==> src/rtl/ksa32_share_ctrl.sv <==
// Round-robin front end that time-shares one 32-bit Kogge-Stone adder among NUM_REQ clients.
// Operands are registered on grant, the adder result is captured one cycle later and held until the response is taken.
module ksa32_share_ctrl #(
  parameter int NUM_REQ = 4,
  parameter int ID_W    = 2,
  parameter int CNT_W   = 16
) (
  input  logic                  clk,
  input  logic                  rst_n,
  input  logic [NUM_REQ-1:0]    req_valid,
  input  logic [NUM_REQ*32-1:0] req_a,
  input  logic [NUM_REQ*32-1:0] req_b,
  output logic [NUM_REQ-1:0]    req_ready,
  output logic [31:0]           add_a,
  output logic [31:0]           add_b,
  input  logic [31:0]           add_sum,
  input  logic                  add_cout,
  input  logic                  add_ovf,
  output logic                  rsp_valid,
  input  logic                  rsp_ready,
  output logic [ID_W-1:0]       rsp_id,
  output logic [31:0]           rsp_sum,
  output logic                  rsp_cout,
  output logic                  rsp_ovf,
  output logic                  busy,
  output logic [CNT_W-1:0]      ops_count,
  output logic [1:0]            dbg_state
);

  typedef enum logic [1:0] {
    S_IDLE = 2'd0,
    S_EXEC = 2'd1,
    S_RESP = 2'd2
  } state_t;

  state_t          state;
  state_t          state_nxt;
  logic [ID_W-1:0] last_grant;
  logic [ID_W-1:0] grant_idx;
  logic [ID_W-1:0] cand;
  logic            grant_found;
  logic            accept;
  logic            rsp_fire;
  logic [31:0]     op_a;
  logic [31:0]     op_b;
  logic [ID_W-1:0] op_id;

  // Rotating priority: search starts one past the previous winner and wraps.
  always_comb begin
    grant_found = 1'b0;
    grant_idx   = '0;
    cand        = '0;
    for (int k = 1; k <= NUM_REQ; k++) begin
      cand = ID_W'((int'(last_grant) + k) % NUM_REQ);
      if (!grant_found && req_valid[cand]) begin
        grant_found = 1'b1;
        grant_idx   = cand;
      end
    end
  end

  // Handshakes: a transfer happens on a rising edge where valid and ready are both
  // high; valid never waits on ready, and the sender holds data stable until it does.
  always_comb begin
    state_nxt = state;
    accept    = 1'b0;
    rsp_fire  = 1'b0;
    req_ready = '0;
    case (state)
      S_IDLE: begin
        if (grant_found) begin
          accept               = 1'b1;
          req_ready[grant_idx] = 1'b1;
          state_nxt            = S_EXEC;
        end
      end
      S_EXEC: state_nxt = S_RESP;
      S_RESP: begin
        if (rsp_ready) begin
          rsp_fire  = 1'b1;
          state_nxt = S_IDLE;
        end
      end
      default: state_nxt = S_IDLE;
    endcase
  end

  always_ff @(posedge clk or negedge rst_n) begin
    if (!rst_n) begin
      state      <= S_IDLE;
      last_grant <= ID_W'(NUM_REQ - 1);
      op_a       <= '0;
      op_b       <= '0;
      op_id      <= '0;
      rsp_sum    <= '0;
      rsp_cout   <= 1'b0;
      rsp_ovf    <= 1'b0;
      rsp_id     <= '0;
      ops_count  <= '0;
    end else begin
      state <= state_nxt;
      if (accept) begin
        op_a       <= req_a[32*grant_idx +: 32];
        op_b       <= req_b[32*grant_idx +: 32];
        op_id      <= grant_idx;
        last_grant <= grant_idx;
      end
      if (state == S_EXEC) begin
        rsp_sum  <= add_sum;
        rsp_cout <= add_cout;
        rsp_ovf  <= add_ovf;
        rsp_id   <= op_id;
      end
      if (rsp_fire) begin
        ops_count <= ops_count + CNT_W'(1);
      end
    end
  end

  // Adder inputs come straight from the operand registers so they stay put between grants.
  assign add_a     = op_a;
  assign add_b     = op_b;
  assign rsp_valid = (state == S_RESP);
  assign busy      = (state != S_IDLE);
  assign dbg_state = state;

endmodule

==> config.mk <==
export PLATFORM = sky130hd
export DESIGN_NAME = ksa32_share_ctrl
export DESIGN_NICKNAME = d
export VERILOG_FILES = /design/src/rtl/ksa32_share_ctrl.sv
export SDC_FILE = /design/constraint.sdc
export NUM_CORES = 1
export LEC_CHECK = 0
export BUFFER_PORTS_ARGS = -buffer_cell sky130_fd_sc_hd__clkbuf_2
export CELL_PAD_IN_SITES_DETAIL_PLACEMENT = 1
export CELL_PAD_IN_SITES_GLOBAL_PLACEMENT = 1
export CORE_AREA = 4 4 162 164
export CTS_BUF_LIST = sky130_fd_sc_hd__clkbuf_4 sky130_fd_sc_hd__clkbuf_8
export DETAILED_ROUTE_END_ITERATION = 8
export DIE_AREA = 0 0 166 168
export PLACE_DENSITY = 0.78
export SLEW_MARGIN = 20
export SYNTH_ARGS = -nofsm -noshare
export SYNTH_HDL_FRONTEND = slang
export SYNTH_SLANG_ARGS = --single-unit
==> constraint.sdc <==
create_clock -name clk -period 4.4 [get_ports clk]
set_clock_uncertainty 0.2 [all_clocks]
set_input_delay 0.22 -clock clk [delete_from_list [all_inputs] [get_ports clk]]
set_output_delay 0.22 -clock clk [all_outputs]
set_load 0.03 [all_outputs]
# Word-level counts from Yosys, hierarchy flattened
# Index checks and enable logic that the tools add are counted.
[totals] regBits=122 latchBits=0 ram_bits=0 mem_bits_ro=0 input_bits=297 output_inout_bits=124 elab_cells=64 mem_count=0
[op_classes] n_addsub=5 multipliers=0 div=0 order_cmp=6 n_eq_ne=4 shift=2 n_mux=27 bitwise=0 reduce_logical=10
[op_table] operator="$shiftx 128x8->32" count=2
[op_table] operator="$add 16x1->16 const B" count=1
[op_table] operator="$lt 2x3->1 const B" count=5
[op_table] operator="$mux 1" count=13
[op_table] operator="$mux 2" count=6
[op_table] operator="$bmux 1 s2" count=4
[op_table] operator="$mux 4" count=2
[op_table] operator="$pmux 2 s3" count=1
[op_table] operator="$add 2x1->2 const B" count=2
[op_table] operator="$add 2x2->2 const B" count=2
[op_table] operator="$logic_and 1x1->1" count=4
[op_table] operator="$logic_not 1->1" count=3
[op_table] operator="$demux 1 s2" count=1
[op_table] operator="$eq 2x1->1 const B" count=1
[op_table] operator="$eq 2x2->1 const B" count=1
[op_table] operator="$ge 2x1->1 const B" count=1
[op_table] operator="$logic_not 2->1" count=1
[op_table] operator="$ne 2x1->1 const B" count=1
[op_table] operator="$ne 2x2->1 const B" count=1
[op_table] operator="$reduce_and 2->1" count=1
[op_table] operator="$reduce_bool 2->1" count=1

# Longest topological paths before layout
# Gate-level depths: netlist of run 1.
[logic_depth] depth_word=19 depth_mapped=8 depth_no_buf=6

# Worst setup path before layout of run 1
# No wires, ideal clock.
[synth_timing] path_type="register to output" startpoint="register last_grant[1]" endpoint="output req_ready[2]" t_arrival_ns=2.138 required_ns=3.980 setup_slack_ns=1.842 path_stages_with_launch=7 path_buffers=2 cell_sequence="dfstp_2 mux2i_1 o22ai_2 or2_1 buf_2 buf_2 nor3_1"
[synth_between] elab_chain_cells=19 elab_cells_between_ends=33 cone_classes="add/sub (4); order compare (2); mux (20); reduce/logical (7)"
[synth_rtl] item="start: declaration" line_no="38" source="logic [ID_W-1:0] last_grant;"
[synth_rtl] item="start signal: assignment" line_no="91" source="last_grant <= ID_W'(NUM_REQ - 1);"
[synth_rtl] item="start signal: assignment" line_no="106" source="last_grant <= grant_idx;"
[synth_rtl] item="$add 2x1->2" line_no="54" source="cand = ID_W'((int'(last_grant) + k) % NUM_REQ);"
[synth_rtl] item="$bmux 1 s2" line_no="55" source="if (!grant_found && req_valid[cand]) begin"
[synth_rtl] item="$mux 1 (implied by the code)" line_no="55"
[synth_rtl] item="$mux 1" line_no="55"
[synth_rtl] item="$logic_not 1->1" line_no="55"
[synth_rtl] item="$logic_and 1x1->1" line_no="55"
[synth_rtl] item="$mux 1" line_no="55"
[synth_rtl] item="$logic_not 1->1" line_no="55"
[synth_rtl] item="[3 not listed]"
[synth_rtl] item="$logic_and 1x1->1" line_no="55"
[synth_rtl] item="$mux 2" line_no="55"
[synth_rtl] item="$lt 2x3->1 (implied by the code) or $ge 2x1->1 (tied branches)" line_no="73" source="req_ready[grant_idx] = 1'b1;"
[synth_rtl] item="$logic_and 1x1->1 (implied by the code)" line_no="73"
[synth_rtl] item="$mux 1 (implied by the code)" line_no="73"
[synth_rtl] item="$demux 1 s2" line_no="73"
[synth_rtl] item="$mux 4 *" line_no="71" source="if (grant_found) begin"
[synth_rtl] item="$mux 4 *" line_no="69" source="case (state)"
[synth_rtl] item="end: declaration" line_no="13" source="output logic [NUM_REQ-1:0] req_ready,"
# Mark *: on every way between the ends. The rest lies on a longest branch, timed or not. The select of a mux whose other input is x is not followed.

# Worst setup path in the final report of run 1
[layout_timing] startpoint="register last_grant[0]" endpoint="register op_b[7] (netlist: add_b[7])"
[layout_between] elab_chain_cells=15 elab_cells_between_ends=29 cone_classes="add/sub (4); shift (1); mux (18); reduce/logical (6)"
[layout_rtl] item="parallel branches: the longest is 15 deep, another holds $add 2x1->2"
[layout_rtl] item="end signal: assignment" line_no="104" source="op_b <= req_b[32*grant_idx +: 32];"
[layout_rtl] item="end: declaration" line_no="45" source="logic [31:0] op_b;"
# Several ways; the timed one is not identified. The select of a mux whose other input is x is not followed.
# A chain may end at the register's enable or synchronous reset.

==> results.cfg, run 1 <==
[critical_path]
critPathArrivalTime_ns = 4.31
r2r_cells = 8
max_stage_delay_ns = 0.69
crit_buf_inv = 3
required_ns = 4.58
critPathLaunchType = flop
end_kind = flop
critPathKind = reg2reg
crit_chain = nand2b_1, a21oi_4, or3_2, buf_4, mux2i_1, dlygate4sd3_1, a211oi_1, dlygate4sd3_1
cp_max_fo = 50
cpMostUsedCell = dlygate4sd3_1
r2r-start = last_grant[0]
path_delay_family = buffers and inverters
worst_r2r_endpoint = add_b[7]
cpMaxStageDelayCell = a21oi_4
reg2reg_slack_ns = 0.27

[power_and_ir_drop]
ir_worst_vdd_v = 0.000278
p_seq_share_pct = 24.2
comb_power_share_pct = 62.8
p_leak_uw = 0.00552
p_per_area_nw_per_um2 = 705
p_int_uw = 4260
p_sw_uw = 3960
p_sw_share_pct = 48.2
clkPwrFrac_pct = 13.0

[yosys]
syn_avg_cell_area_um2 = 10.3
synth_area_um2 = 6580
synth_top_family_by_area = multiplexers
yosys.area_share.simple_pct = 15.2
ys_ff_latch = 122
yosysWarnings = 0
syn-num-nets = 934
synth_xor_area_share_pct = 2.00
synth-compound-area-share_pct = 16.0
yosysUniqueCellTypes = 35
muxShareOfSynthArea_pct = 16.2
syn_inst = 636
synthAdderAreaFrac_pct = 0.190
synth_sequential_area_ratio_pct = 46.4

[cts]
numCtsBuffers = 17
clock_sinks = 122
clk_pin_slew_ns = 0.09
cts_tree = yes
ctsLongestPathBuffers = 2
htree_levels = 4
cts_root_buffer = clkbuf_8
worstSkewPairLatency_ns = 0.45
ctsResizeCount = 0

[routing]
ant_nets = 0
vias = 8109
viasPerCell = 5.06
wire_per_inst_um = 22.2
drc_errors = 0
drt-total-wl_um = 35500
drtIter0Drc = 437
drt_pre_antenna_iters = 5

[global_routing]
antenna_found_initial = 3
grt_max_degree = 68
grt_pass1_vias = 9355
grt_pass1_wl_um = 53500
grt.total_usage_pct = 24.7
grt-ovfl-total = 0

[sta]
slew_headroom_pct = 29.9
fin_crit_ns = 4.13
hold_viol_final = 0
rsz0062_at_grt = no
finalSetupTns_ns = 0
slew_viol_final = 0
timing.final.crit_share_pct = 94.0
tightest_slew_ns = 1.05
achievable-frequency_mhz = 242
finalSetupViolCount = 0

[worst_hold_path]
whs_path_depth = 3
min-delay-start = req_a[110]
hold_end = add_a[14]
hold_class = in2reg

[cells_and_area]
fillers = 2925
drive_gt1_share_pct = 41.0
areaGrowthSynthToFinish_pct = 77.3
final_area_um2 = 11700
nNetsFinal = 1554

[outcome]
run_status = finished clean

[floorplan]
num_rows = 58
die_w_um = 166
core_um2 = 24900
fp.dieArea_um2 = 27900
initial_core_util_pct = 26.4
die_y_um = 168
ios = 421

[placement]
gp_congestion = 0.856
dpl_cell_area_um2 = 9030
dp.final_hpwl_um = 22500
portBuffers = 420

[run]
drv_cap = 0
[power groups by stage]
stage | clock network (uW) | logic (uW) | registers [uW]
5_1_grt | 1150 | 5480 | 2050
4_1_cts | 1100 | 5040 | 1960
3_3_place_gp | 0 | 4030 | 1950
2_1_floorplan | 0 | 1770 | 2920
3_5_place_dp | 0 | 4110 | 1990
6_report | 1070 | 5160 | 1990
[cell usage in the layout, fill, tap and decap left out, drive strengths merged, types with 2 or more instances in the layout]
cell type    Yosys  routed
diode            0       2
o21ai            3       3
nand2b           6       6
a21oi            3       3
nand3            2       2
a211oi         128     128
inv              3      12
dlygate4sd3      0     222
mux2            37      37
nor2            77      77
dfstp            2       2
mux2i           65      65
nand4            5       5
clkbuf          25     436
buf             30      15
xnor2           11      11
dfrtp          120     120
and3             4       4
clkinv           0       4
nor3b           41      41
a21o             2       2
or2              3       3
xor2             4       4
nand2           31      31
nor3            26      26
[sequential cells by signal (all words and copies together) (netlist names)]
name / flops
rsp_ovf: 1
add_a: 32
rsp_id: 2
rsp_cout: 1
last_grant: 2
rsp_sum: 32
add_b: 32
ops_count: 16
dbg_state: 2
op_id: 2
[cells in the mapped netlist]
cell type | number | area share [%]
a211oi_1 | 128 | 15
dfrtp_1 | 120 | 46
nor2_1 | 74 | 4.2
mux2i_1 | 65 | 9.9
nor3b_1 | 41 | 4.7
mux2_2 | 37 | 6.3
nand2_1 | 31 | 1.8
buf_2 | 28 | 2.1
nor3_1 | 26 | 2.0
clkbuf_1 | 25 | 1.4
xnor2_1 | 11 | 1.5
nand2b_1 | 6 | 0.57
nand4_1 | 5 | 0.48
and3_1 | 4 | 0.38
xor2_1 | 4 | 0.53
a21oi_2 | 3 | 0.40
nor2_2 | 3 | 0.29
or2_1 | 3 | 0.29
a21o_1 | 2 | 0.23
buf_4 | 2 | 0.23
dfstp_2 | 2 | 0.80
inv_1 | 2 | 0.11
nand3_1 | 2 | 0.15
a21bo_2 | 1 | 0.15
and3b_1 | 1 | 0.13
ha_1 | 1 | 0.19
inv_2 | 1 | 0.057
nor4_1 | 1 | 0.095
o21ai_0 | 1 | 0.076
o21ai_1 | 1 | 0.076
o21ai_2 | 1 | 0.13
o22ai_2 | 1 | 0.19
o31ai_1 | 1 | 0.11
or3_1 | 1 | 0.095
or3b_2 | 1 | 0.13
[metrics by stage]
step,utilization (%),hold slack [ns],std cells,power [uW],setup slack [ns]
2_1_floorplan,-,-0.276,636,4690,1.84
3_3_place_gp,36.3,0.126,1345,5980,1.41
3_5_place_dp,36.3,0.123,1345,6100,1.33
4_1_cts,46.9,0.0215,1599,8110,0.384
5_1_grt,46.9,0.0375,1601,8680,0.119
6_report,46.9,0.0671,1601,8220,0.266
[layout make-up]
class	count	area, um2	share of cell area, %
Tap cell	330	413	3.54
Multi-Input combinational cell	456	3330	28.5
Clock buffer	17	234	2.00
Antenna cell	2	5.00	0.0429
Timing Repair Buffer	656	4440	38.1
Sequential cell	122	3060	26.2
Clock inverter	15	179	1.53
Inverter	3	11.3	0.0965
[worst register-to-register path, cell delays in order (launching register included)]
cell           delay [ns]
dfstp_2              0.41
nand2b_1             0.18
a21oi_4              0.69
or3_2                0.29
buf_4                0.60
mux2i_1              0.23
dlygate4sd3_1        0.60
a211oi_1             0.28
dlygate4sd3_1        0.60
[per-layer routing]
layer / GRT usage [%] / wire (um) / vias up
li1: - / - / 3597
met1: 26.1 / 12700 / 3965
met2: 44.3 / 18300 / 421
met3: 6.46 / 2300 / 124
met4: 15.1 / 2210 / 2
met5: 0 / 13 / -
[timing repair]
item | in CTS | in global routing
setup buffers | 0 | 0
hold buffers | 222 | 0
endpoints found under the hold margin | 146 | 0
endpoints found under the setup margin | 0 | 0
[worst max path at each step]
stage	from	to	slack, ns	cells after the start
after floorplan	last_grant[1]	req_ready[2]	1.84	6
after global placement	last_grant[0]	add_a[21]	1.41	6
after detailed placement	last_grant[0]	add_a[18]	1.33	6
after CTS	last_grant[0]	add_a[27]	0.38	8
after global routing	last_grant[0]	add_a[2]	0.12	8
final	last_grant[0]	add_b[7]	0.27	8
[logic make-up after synthesis]
group	count (synthesis)
AND/OR/NAND/NOR	199
AO/OA/AOI/OAI	139
flip-flops	122
multiplexers	102
buffers and inverters	58
XOR/XNOR	15
adder cells (fa/ha/maj)	1
(Power assumes the default switching activity.)
==> run 2: changes to the inputs <==
Settings changed: CORE_AREA 4 4 162 164 to unset, CORE_ASPECT_RATIO set to 0.6, CORE_MARGIN set to 4, CORE_UTILIZATION set to 28, DIE_AREA 0 0 166 168 to unset, PLACE_DENSITY 0.78 to 0.84.
Clock period 4.4 ns to 3.64 ns, I/O delays scaled along.
==> run 2 against run 1 <==
Compared with the run above: maximum frequency increased by 18%; largest cell class unchanged; global-route usage is 4.8 points higher; largest power group unchanged; setup slack lost 0.12 ns.
==> results.cfg, run 2 (same netlist as run 1, synthesis figures left out) <==
[placement]
post-place-ws_ns = 0.792
dp.final_hpwl_um = 22400
dpl_cell_area_um2 = 9020
dp.cells = 1333
portBuffers = 420
gp_congestion = 0.812

[cts]
cts_tree = yes
htree_levels = 4
numCtsBuffers = 17
ctsLongestPathBuffers = 2
clk_pin_slew_ns = 0.08
clock_sinks = 122
cts_root_buffer = clkbuf_8
worstSkewPairLatency_ns = 0.45

[floorplan]
fp.dieArea_um2 = 26100
ios = 421
die_w_um = 206
core_um2 = 23100
initial_core_util_pct = 28.5
die_y_um = 127
num_rows = 43

[sta]
fin_crit_ns = 3.50
achievable-frequency_mhz = 286
finalSetupViolCount = 0
timing.final.crit_share_pct = 96.0
slew_viol_final = 0
tightest_slew_ns = 1.15
final.setup.worst_slack_ns = 0.144
hold_viol_final = 0
slew_headroom_pct = 23.0
finalSetupTns_ns = 0
rsz0062_at_grt = no

[worst_hold_path]
hold_class = in2reg

[critical_path]
cp_max_fo = 44
r2r-start = last_grant[0]
critPathKind = reg2reg
end_kind = flop
critPathArrivalTime_ns = 3.67
worst_r2r_endpoint = add_b[21]
startpoint = last_grant[0]
critPathLaunchType = flop
required_ns = 3.82
crit_end = add_b[21]
r2r_cells = 7
reg2reg_slack_ns = 0.14

[global_routing]
antenna_found_initial = 13
grt_max_degree = 103
use_met1_pct = 32.2
grt_pass1_wl_um = 58800
grt.total_usage_pct = 29.5
grt_use_met2_pct = 52.0
use_met3_pct = 8.46
busiest_layer = met2
grt_pass1_vias = 9814
grt-ovfl-total = 0

[power_and_ir_drop]
p_per_area_nw_per_um2 = 833
p_seq_share_pct = 24.8
comb_power_share_pct = 63.1
ir_worst_vdd_v = 0.000377
p_sw_share_pct = 49.2
clkPwrFrac_pct = 12.1
p_sw_uw = 4910
p_leak_uw = 0.00572
p_int_uw = 5070

[cells_and_area]
seqCellArea_um2 = 3060
nNetsFinal = 1588
drive_gt1_share_pct = 40.4
areaGrowthSynthToFinish_pct = 82.1
mostFrequentLayoutCells = clkbuf_2, dlygate4sd3_1, a211oi_1, dfrtp_1, nor2_1
multi_input_area_um2 = 3310
stdcell_count = 1632
fillers = 2667
final_area_um2 = 12000
final_common_cell = clkbuf_2

[routing]
drtIter0Drc = 461
drt_pre_antenna_iters = 4
ant_nets = 0
vias = 8516
wire_per_inst_um = 24.5
drt-total-wl_um = 40000
drc_errors = 0
viasPerCell = 5.22

[outcome]
run_status = finished clean

[run]
drv_cap = 0
-- run 2: cell count changes in the layout (fill, tap and decap cells not counted), moves of 4 or more --
cell	change
inv_8	-5
diode_2	+12
buf_4	+4
clkinv_2	+4
dlygate4sd3_1	+27
-- run 2: how the worst min path moves through the flow --
stage | start | end | slack (ns) | depth (start not counted)
4_1_cts | req_a[6] | add_a[6] | 0.01 | 4
5_1_grt | req_b[3] | add_b[3] | 0.06 | 4
3_5_place_dp | rst_n | add_a[7] | 0.17 | 1
2_1_floorplan | rst_n | add_a[0] | -0.31 | 0
6_report | req_b[15] | add_b[15] | 0.06 | 4
3_3_place_gp | rst_n | add_a[7] | 0.17 | 1
-- run 2: repair_timing --
item	4_1_cts	5_1_grt
hold endpoints to repair	198	0
setup buffers	0	4
endpoints found under the setup margin	0	30
gates resized for setup	0	5
hold buffers	249	0
-- run 2: layout make-up --
class                           count  area share, %
Timing Repair Buffer              690           40.0
Multi-Input combinational cell    456           27.6
Sequential cell                   122           25.5
Tap cell                          315           3.29
Clock buffer                       19           2.18
Clock inverter                     13          0.971
Antenna cell                       14          0.292
Inverter                            3         0.0940
-- run 2: metal layers --
metal | up-vias | share of wire [%] | routed length (um)
li1 | 3667 | - | -
met4 | 2 | 4.9 | 1960
met3 | 131 | 7.7 | 3080
met1 | 4251 | 37 | 14900
met5 | - | 0.017 | 7
met2 | 465 | 50 | 20100
-- run 2: critical path: stages, from the launching register on --
cell	delay (ns)
dfstp_2	0.42
nor3b_1	0.52
or3_4	0.33
buf_12	0.28
mux2i_1	0.14
dlygate4sd3_1	0.58
a211oi_1	0.30
dlygate4sd3_1	0.61
-- run 2: stage by stage --
stage | power [uW] | hold slack (ns) | utilization [%]
6_report | 9980 | 0.0604 | 51.9
5_1_grt | 10400 | 0.0576 | 51.9
4_1_cts | 9570 | 0.00958 | 51.5
3_5_place_dp | 7380 | 0.171 | 39.1
3_3_place_gp | 7200 | 0.170 | 39.1
2_1_floorplan | 5670 | -0.314 | -
-- run 2: power by group through the flow --
stage	Clock [uW]	Sequential [uW]	Combinational [uW]
final	1210	2480	6290
after global routing	1300	2530	6600
after detailed placement	0	2420	4960
after CTS	1260	2400	5910
after floorplan	0	3530	2140
after global placement	0	2370	4840
